File: src/rtl/dma_engine_if.sv
// Femto peripheral bus bundle between the DMA initiator (master) and a responder (slave).
// Responder answers with m_fault in the m_req cycle, or m_resp (with m_rdata) one or more cycles later.
`ifndef BUS_WIDTH
`define BUS_WIDTH 32
`endif
`ifndef BUS_ACC_WIDTH
`define BUS_ACC_WIDTH 2
`endif
`ifndef BUS_ACC_4B
`define BUS_ACC_4B 2'd2
`endif

interface dma_engine_if;
    logic [`BUS_WIDTH-1:0]     m_addr;
    logic                      m_w_rb;
    logic [`BUS_ACC_WIDTH-1:0] m_acc;
    logic [`BUS_WIDTH-1:0]     m_wdata;
    logic                      m_req;
    logic [`BUS_WIDTH-1:0]     m_rdata;
    logic                      m_resp;
    logic                      m_fault;

    modport master (
        output m_addr, m_w_rb, m_acc, m_wdata, m_req,
        input  m_rdata, m_resp, m_fault
    );

    modport slave (
        input  m_addr, m_w_rb, m_acc, m_wdata, m_req,
        output m_rdata, m_resp, m_fault
    );
endinterface

File: src/rtl/dma_engine.sv
// Word-copy DMA engine: reads len 4-byte words from src, writes them to dst, one bus transaction at a time.
// Latency: 4 cycles per word with single-cycle responder replies; done pulses the cycle after the last write response.
// Backpressure: waits indefinitely for m_resp; m_fault aborts. Optional DMA_FILL_EN adds a write-only fill mode.
`ifndef BUS_WIDTH
`define BUS_WIDTH 32
`endif
`ifndef BUS_ACC_WIDTH
`define BUS_ACC_WIDTH 2
`endif
`ifndef BUS_ACC_4B
`define BUS_ACC_4B 2'd2
`endif

module dma_engine #(
    parameter int LEN_WIDTH = 16
) (
    input  logic                  clk,
    input  logic                  rstn,
    input  logic                  start,
    input  logic [`BUS_WIDTH-1:0] src,
    input  logic [`BUS_WIDTH-1:0] dst,
    input  logic [LEN_WIDTH-1:0]  len,
`ifdef DMA_FILL_EN
    input  logic                  fill,
    input  logic [`BUS_WIDTH-1:0] fill_data,
`endif
    output logic                  busy,
    output logic                  done,
    output logic                  err,
    dma_engine_if.master          bus
);

    typedef enum logic [2:0] {
        IDLE    = 3'd0,
        RD_REQ  = 3'd1,
        RD_WAIT = 3'd2,
        WR_REQ  = 3'd3,
        WR_WAIT = 3'd4
    } state_t;

    state_t                  state_q, state_d;
    logic [`BUS_WIDTH-1:0]   src_q, src_d;
    logic [`BUS_WIDTH-1:0]   dst_q, dst_d;
    logic [LEN_WIDTH-1:0]    cnt_q, cnt_d;
    logic [`BUS_WIDTH-1:0]   buf_q, buf_d;
    logic                    done_q, done_d;
    logic                    err_q, err_d;
    logic                    fill_q, fill_d;
    logic                    start_fill;
    logic [`BUS_WIDTH-1:0]   start_fill_data;

`ifdef DMA_FILL_EN
    assign start_fill      = fill;
    assign start_fill_data = fill_data;
`else
    assign start_fill      = 1'b0;
    assign start_fill_data = '0;
`endif

    always_ff @(posedge clk) begin
        if (!rstn) begin
            state_q <= IDLE;
            src_q   <= '0;
            dst_q   <= '0;
            cnt_q   <= '0;
            buf_q   <= '0;
            done_q  <= 1'b0;
            err_q   <= 1'b0;
            fill_q  <= 1'b0;
        end else begin
            state_q <= state_d;
            src_q   <= src_d;
            dst_q   <= dst_d;
            cnt_q   <= cnt_d;
            buf_q   <= buf_d;
            done_q  <= done_d;
            err_q   <= err_d;
            fill_q  <= fill_d;
        end
    end

    always_comb begin
        state_d     = state_q;
        src_d       = src_q;
        dst_d       = dst_q;
        cnt_d       = cnt_q;
        buf_d       = buf_q;
        done_d      = 1'b0;
        err_d       = err_q;
        fill_d      = fill_q;
        bus.m_req   = 1'b0;
        bus.m_addr  = '0;
        bus.m_w_rb  = 1'b0;
        bus.m_acc   = '0;
        bus.m_wdata = '0;

        unique case (state_q)
            IDLE: begin
                if (start) begin
                    err_d = 1'b0;
                    if (len == '0) begin
                        done_d = 1'b0 | 1'b1;
                    end else begin
                        src_d  = src;
                        dst_d  = dst;
                        cnt_d  = len;
                        fill_d = start_fill;
                        // Fill mode preloads the write buffer and never reads.
                        if (start_fill) begin
                            buf_d   = start_fill_data;
                            state_d = WR_REQ;
                        end else begin
                            state_d = RD_REQ;
                        end
                    end
                end
            end
            RD_REQ: begin
                bus.m_req  = 1'b1;
                bus.m_addr = src_q;
                bus.m_acc  = `BUS_ACC_4B;
                if (bus.m_fault) begin
                    state_d = IDLE;
                    err_d   = 1'b1;
                    done_d  = 1'b1;
                end else begin
                    state_d = RD_WAIT;
                end
            end
            RD_WAIT: begin
                if (bus.m_resp) begin
                    buf_d   = bus.m_rdata;
                    state_d = WR_REQ;
                end
            end
            WR_REQ: begin
                bus.m_req   = 1'b1;
                bus.m_addr  = dst_q;
                bus.m_w_rb  = 1'b1;
                bus.m_acc   = `BUS_ACC_4B;
                bus.m_wdata = buf_q;
                if (bus.m_fault) begin
                    state_d = IDLE;
                    err_d   = 1'b1;
                    done_d  = 1'b1;
                end else begin
                    state_d = WR_WAIT;
                end
            end
            WR_WAIT: begin
                if (bus.m_resp) begin
                    src_d = src_q + `BUS_WIDTH'(4);
                    dst_d = dst_q + `BUS_WIDTH'(4);
                    cnt_d = cnt_q - LEN_WIDTH'(1);
                    if (cnt_q == LEN_WIDTH'(1)) begin
                        state_d = IDLE;
                        done_d  = 1'b1;
                    end else if (fill_q) begin
                        state_d = WR_REQ;
                    end else begin
                        state_d = RD_REQ;
                    end
                end
            end
            default: state_d = IDLE;
        endcase
    end

    assign busy = (state_q != IDLE);
    assign done = done_q;
    assign err  = err_q;

endmodule

File: src/flat_wrapper.sv
// flat-port wrapper written by rule: the top's interface ports become plain ports
module dma_engine_flat 
#(
    parameter int LEN_WIDTH = 16
)
  (clk, rstn, start, src, dst, len, busy, done, err, bus_m_addr, bus_m_w_rb, bus_m_acc, bus_m_wdata, bus_m_req, bus_m_rdata, bus_m_resp, bus_m_fault);
  dma_engine_if bus_i ();
  input  logic clk;
  input  logic rstn;
  input  logic start;
  input  logic [`BUS_WIDTH-1:0] src;
  input  logic [`BUS_WIDTH-1:0] dst;
  input  logic [LEN_WIDTH-1:0] len;
  output logic busy;
  output logic done;
  output logic err;
  output wire logic [$bits(bus_i.m_addr)-1:0] bus_m_addr;
  output wire logic [$bits(bus_i.m_w_rb)-1:0] bus_m_w_rb;
  output wire logic [$bits(bus_i.m_acc)-1:0] bus_m_acc;
  output wire logic [$bits(bus_i.m_wdata)-1:0] bus_m_wdata;
  output wire logic [$bits(bus_i.m_req)-1:0] bus_m_req;
  input wire logic [$bits(bus_i.m_rdata)-1:0] bus_m_rdata;
  input wire logic [$bits(bus_i.m_resp)-1:0] bus_m_resp;
  input wire logic [$bits(bus_i.m_fault)-1:0] bus_m_fault;
  assign bus_m_addr = bus_i.m_addr;
  assign bus_m_w_rb = bus_i.m_w_rb;
  assign bus_m_acc = bus_i.m_acc;
  assign bus_m_wdata = bus_i.m_wdata;
  assign bus_m_req = bus_i.m_req;
  assign bus_i.m_rdata = bus_m_rdata;
  assign bus_i.m_resp = bus_m_resp;
  assign bus_i.m_fault = bus_m_fault;
  dma_engine #(.LEN_WIDTH(LEN_WIDTH)) u_core (.clk(clk), .rstn(rstn), .start(start), .src(src), .dst(dst), .len(len), .busy(busy), .done(done), .err(err), .bus(bus_i));
endmodule
File: config.mk
export PLATFORM = sky130hd
export DESIGN_NAME = dma_engine_flat
export DESIGN_NICKNAME = d
export VERILOG_FILES = /design/src/rtl/dma_engine_if.sv /design/src/rtl/dma_engine.sv /design/src/flat_wrapper.sv
export SDC_FILE = /design/constraint.sdc
export NUM_CORES = 1
export LEC_CHECK = 0
export ABC_AREA = 1
export BUFFER_PORTS_ARGS = -buffer_cell sky130_fd_sc_hd__buf_2
export CAP_MARGIN = 30
export CORE_ASPECT_RATIO = 0.5
export CORE_MARGIN = 3
export CORE_UTILIZATION = 30
export CTS_BUF_LIST = sky130_fd_sc_hd__clkbuf_16
export DETAILED_ROUTE_END_ITERATION = 6
export HOLD_SLACK_MARGIN = 0.12
export PLACE_DENSITY = 0.61
export SLEW_MARGIN = 15
export SYNTH_ARGS = -nofsm -noshare
export SYNTH_HDL_FRONTEND = slang
export SYNTH_SLANG_ARGS = --single-unit
export TNS_END_PERCENT = 1
File: constraint.sdc
create_clock -name clk -period 4.5 [get_ports clk]
set_clock_uncertainty 0.05 [all_clocks]
set_input_delay 0 -clock clk [delete_from_list [all_inputs] [get_ports clk]]
set_output_delay 0 -clock clk [all_outputs]
set_load 0.005 [all_outputs]
==> metrics.md <==
| Metric | Value |
|---|---|
| Std-Cell Core Area | 24500 µm² |
| Unrepaired setup endpoints after global routing | no |
| Type of the tightest min-delay check | in2reg |
| Number of setup buffers added after CTS | 0 |
| Wire length of the first global-routing pass | 46200 µm |
| Hold violation total from the final report | 0 |
| Total power consumption of the routed design | 3.43 mW |
| Share of post-route cells with drive strength above 1 | 0.154 |
| Most area-hungry cell type in the Yosys netlist | dfxtp_1 |
| Post-synthesis instance area | 7620 µm² |
| Effective utilization at floorplan | 0.311 |
| Largest net degree at the start of global routing | 90 |
| Prevailing post-synth register cell | dfxtp_1 |
| Final setup viols | 0 |
| Synth top area share | 0.307 |
| Highest clock frequency the design can meet | 308 MHz |
| Initial drt markers | 748 |
| Max Buffers Root-to-Sink | 2 |
| Power density over the cells | 323 nW/µm² |
| Part of the Yosys area used for sequential elements | 0.307 |
| Data arrival, critical path | 3.56 ns |
| Pleak | 4.45 nW |
| Cell types with the highest counts after synthesis | nand2_1 (418), nor2_1 (216), dfxtp_1 (117) |
| Total DRC errors in the routed layout | 0 |
| Critical Path RT | 4.81 ns |
| Mapped Nets | 1444 |
| Synth Register Bits | 117 |
| Sinks on Clock Net | 117 |
| Top cell family by delay on the critical path | buffers and inverters |
| Biggest fanout along the worst timing path | 72 |
| Count of unique library cells instantiated by Yosys | 31 |
| Placer congestion estimate | 0.896 |
| Worst slew slack as a fraction of its limit | 0.354 |
| Setup TNS | 0 ns |
| Number of flops mapped to enable cells by yosys | 0 |
| Floorplan die area | 27500 µm² |
| Gate Count Post-Synth | 1323 |
| Buffer and inverter count on the worst path | 3 |
| Kind of start point of the critical path | register |
| Critical Path, Cell by Cell | nand2_8 -> clkinv_2 -> nand2_1 -> nand2_1 -> inv_2 -> nand2_4 -> inv_2 -> o21ai_0 -> a21oi_1 |
| Horiz. Die Dim | 231 µm |
| GR Overflow Total | 0 |
| Number of warning messages in the yosys log | 0 |
| Detailed Route WL | 28600 µm |
| Max Cap Viol | 0 |
| Final critical delay including setup and external delays | 3.25 ns |
| Total routing resource utilization after global routing | 0.209 |
| Most common cell in the synthesized netlist | nand2_1 |
| Clock insertion delay at the later pin of the skew report | 0.43 ns |
| Final number of max-transition violations | 0 |
| Chip height | 119 µm |
| Vias per cell | 4.81 |
| Via count of the first global-routing pass | 8746 |
| IO Pins | 188 |
| CTS H-tree depth | 4 |
| Number of clock buffers inserted by TritonCTS | 17 |
| Layout overhead on the synthesized area | 39.4% |
| Asr flop ratio synth | 0 |
| Cell types occupying the most area after synthesis | dfxtp_1 (31%), nand2_1 (21%), nor2_1 (11%), a21oi_1 (7.1%), nand3_1 (6.9%) |
| Mean cell area of the mapped netlist | 5.76 µm² |
| Slew at the pin closest to its max-slew limit | 0.967 ns |
| Port Buffer Count | 186 |
| Number of vias after detailed routing | 9384 |
| Max stage delay on crit path | 0.64 ns |
| Clock tree from TritonCTS | yes |
| Slowest-stage cell, CP | inv_2 |
| Worst IR drop on VDD | 255 µV |
| Clock transition time at the flip-flop clock pins of the worst setup and hold paths | 0.06 ns |
| Run status | finished, final reports clean |
| Number of iterations in the first detailed-routing pass | 5 |
| Detailed-route wire length per cell | 14.7 µm |
| Root Driver | clkbuf_16 |
| Post-detailed-route count of antenna-violating nets | 0 |
| Fin nets | 1722 |
| Row count | 40 |
| Start-to-end type of the worst setup path | reg2reg |
| Detailed placement HPWL | 19800 µm |
| Antenna violations before repair | 0 |
| Final Cycle Share | 0.722 |
| Diode count | 0 |
| Kind of end point of the critical path | register |
logic make-up after synthesis:
family | after synthesis | share of synthesized area
simple gates | 771 | 0.412
compound gates | 239 | 0.166
buf+inv | 186 | 0.101
flops | 117 | 0.307
xor+xnor | 5 | 0.00575
fa+ha+maj | 4 | 0.00657
other cells | 1 | 0.000492
cell type report:
class	count	area [µm²]
Multi-Input combinational cell	1020	4510
Sequential cell	117	2340
Tap cell	336	420
Clock buffer	17	425
Timing Repair Buffer	322	2300
Fill cell	2604	13900
Inverter	123	463
Clock inverter	15	158
final timing paths:
kind	startpoint	endpoint	slack, ns	cells past startpoint
min reg2reg	u_core.buf_q[9]$_SDFFE_PN0P_	u_core.buf_q[9]$_SDFFE_PN0P_	0.40	2
min	rstn	u_core.buf_q[0]$_SDFFE_PN0P_	0.16	4
max	u_core.state_q[2]$_SDFFE_PN0P_	u_core.dst_q[9]$_SDFFE_PN0P_	1.25	9
max reg2reg	u_core.state_q[2]$_SDFFE_PN0P_	u_core.dst_q[9]$_SDFFE_PN0P_	1.25	9
placed cells by master (no fill, tap or decap), types with 3 or more instances in the layout:
cell           count
nor2_2             3
buf_4              5
or2_2              5
nor2_1           216
nand2_1          417
a22o_1             8
inv_2              6
xnor2_1            4
clkbuf_16         17
dfxtp_1          117
nand3_1          105
buf_2            186
dlygate4sd3_1    128
inv_1            116
clkinvlp_4         7
o22ai_1           23
clkinv_2           3
a31oi_1            7
ha_1               4
nor3_1             3
o21ai_0           92
a21oi_1          108
nand4_1           11
layer usage:
metal | GRT usage | vias to the layer above | part of all wire
li1 | - | 4807 | -
met1 | 0.274 | 4241 | 0.46
met2 | 0.337 | 290 | 0.45
met3 | 0.0508 | 46 | 0.066
met4 | 0.0669 | 0 | 0.027
met5 | 0 | - | 0
worst register-to-register path, delay by kind of cell (launching register included):
family | cells | cell delay (ns)
AOI/OAI and AO/OA | 2 | 0.42
and+or+nand+nor | 4 | 0.80
DFF | 1 | 0.43
buffers and inverters | 3 | 1.47
through the flow:
stage | setup slack, ns | instances | utilization | hold slack, ns | instance area, µm²
global route | 0.893 | 1950 | 0.434 | 0.170 | 10600
detailed placement | 1.28 | 1789 | 0.357 | 0.237 | 8740
CTS | 1.29 | 1949 | 0.433 | 0.124 | 10600
floorplan | 2.85 | 1323 | - | 0.110 | 7620
global placement | 1.37 | 1787 | 0.356 | 0.232 | 8710
finish | 1.25 | 1950 | 0.434 | 0.162 | 10600
state kept, by name, summed over array words and instances (netlist names):
| register | flops |
|---|---|
| u_core.state_q | 3 |
| u_core.buf_q | 32 |
| u_core.err | 1 |
| u_core.dst_q | 32 |
| u_core.cnt_q | 16 |
| u_core.src_q | 32 |
| u_core.done | 1 |
where the power goes:
group          switching, mW  leakage [nW]  internal (mW)
clock network          0.552         0.264          0.815
registers              0.122         0.960           1.14
logic                  0.474          3.23          0.321
total                   1.15          4.45           2.28
timing repair:
action                    in CTS  in global routing
gates resized for setup        0                  0
hold endpoints to repair     117                  0
hold buffers                 128                  0
Note: power is estimated with default switching activity, not from simulation.
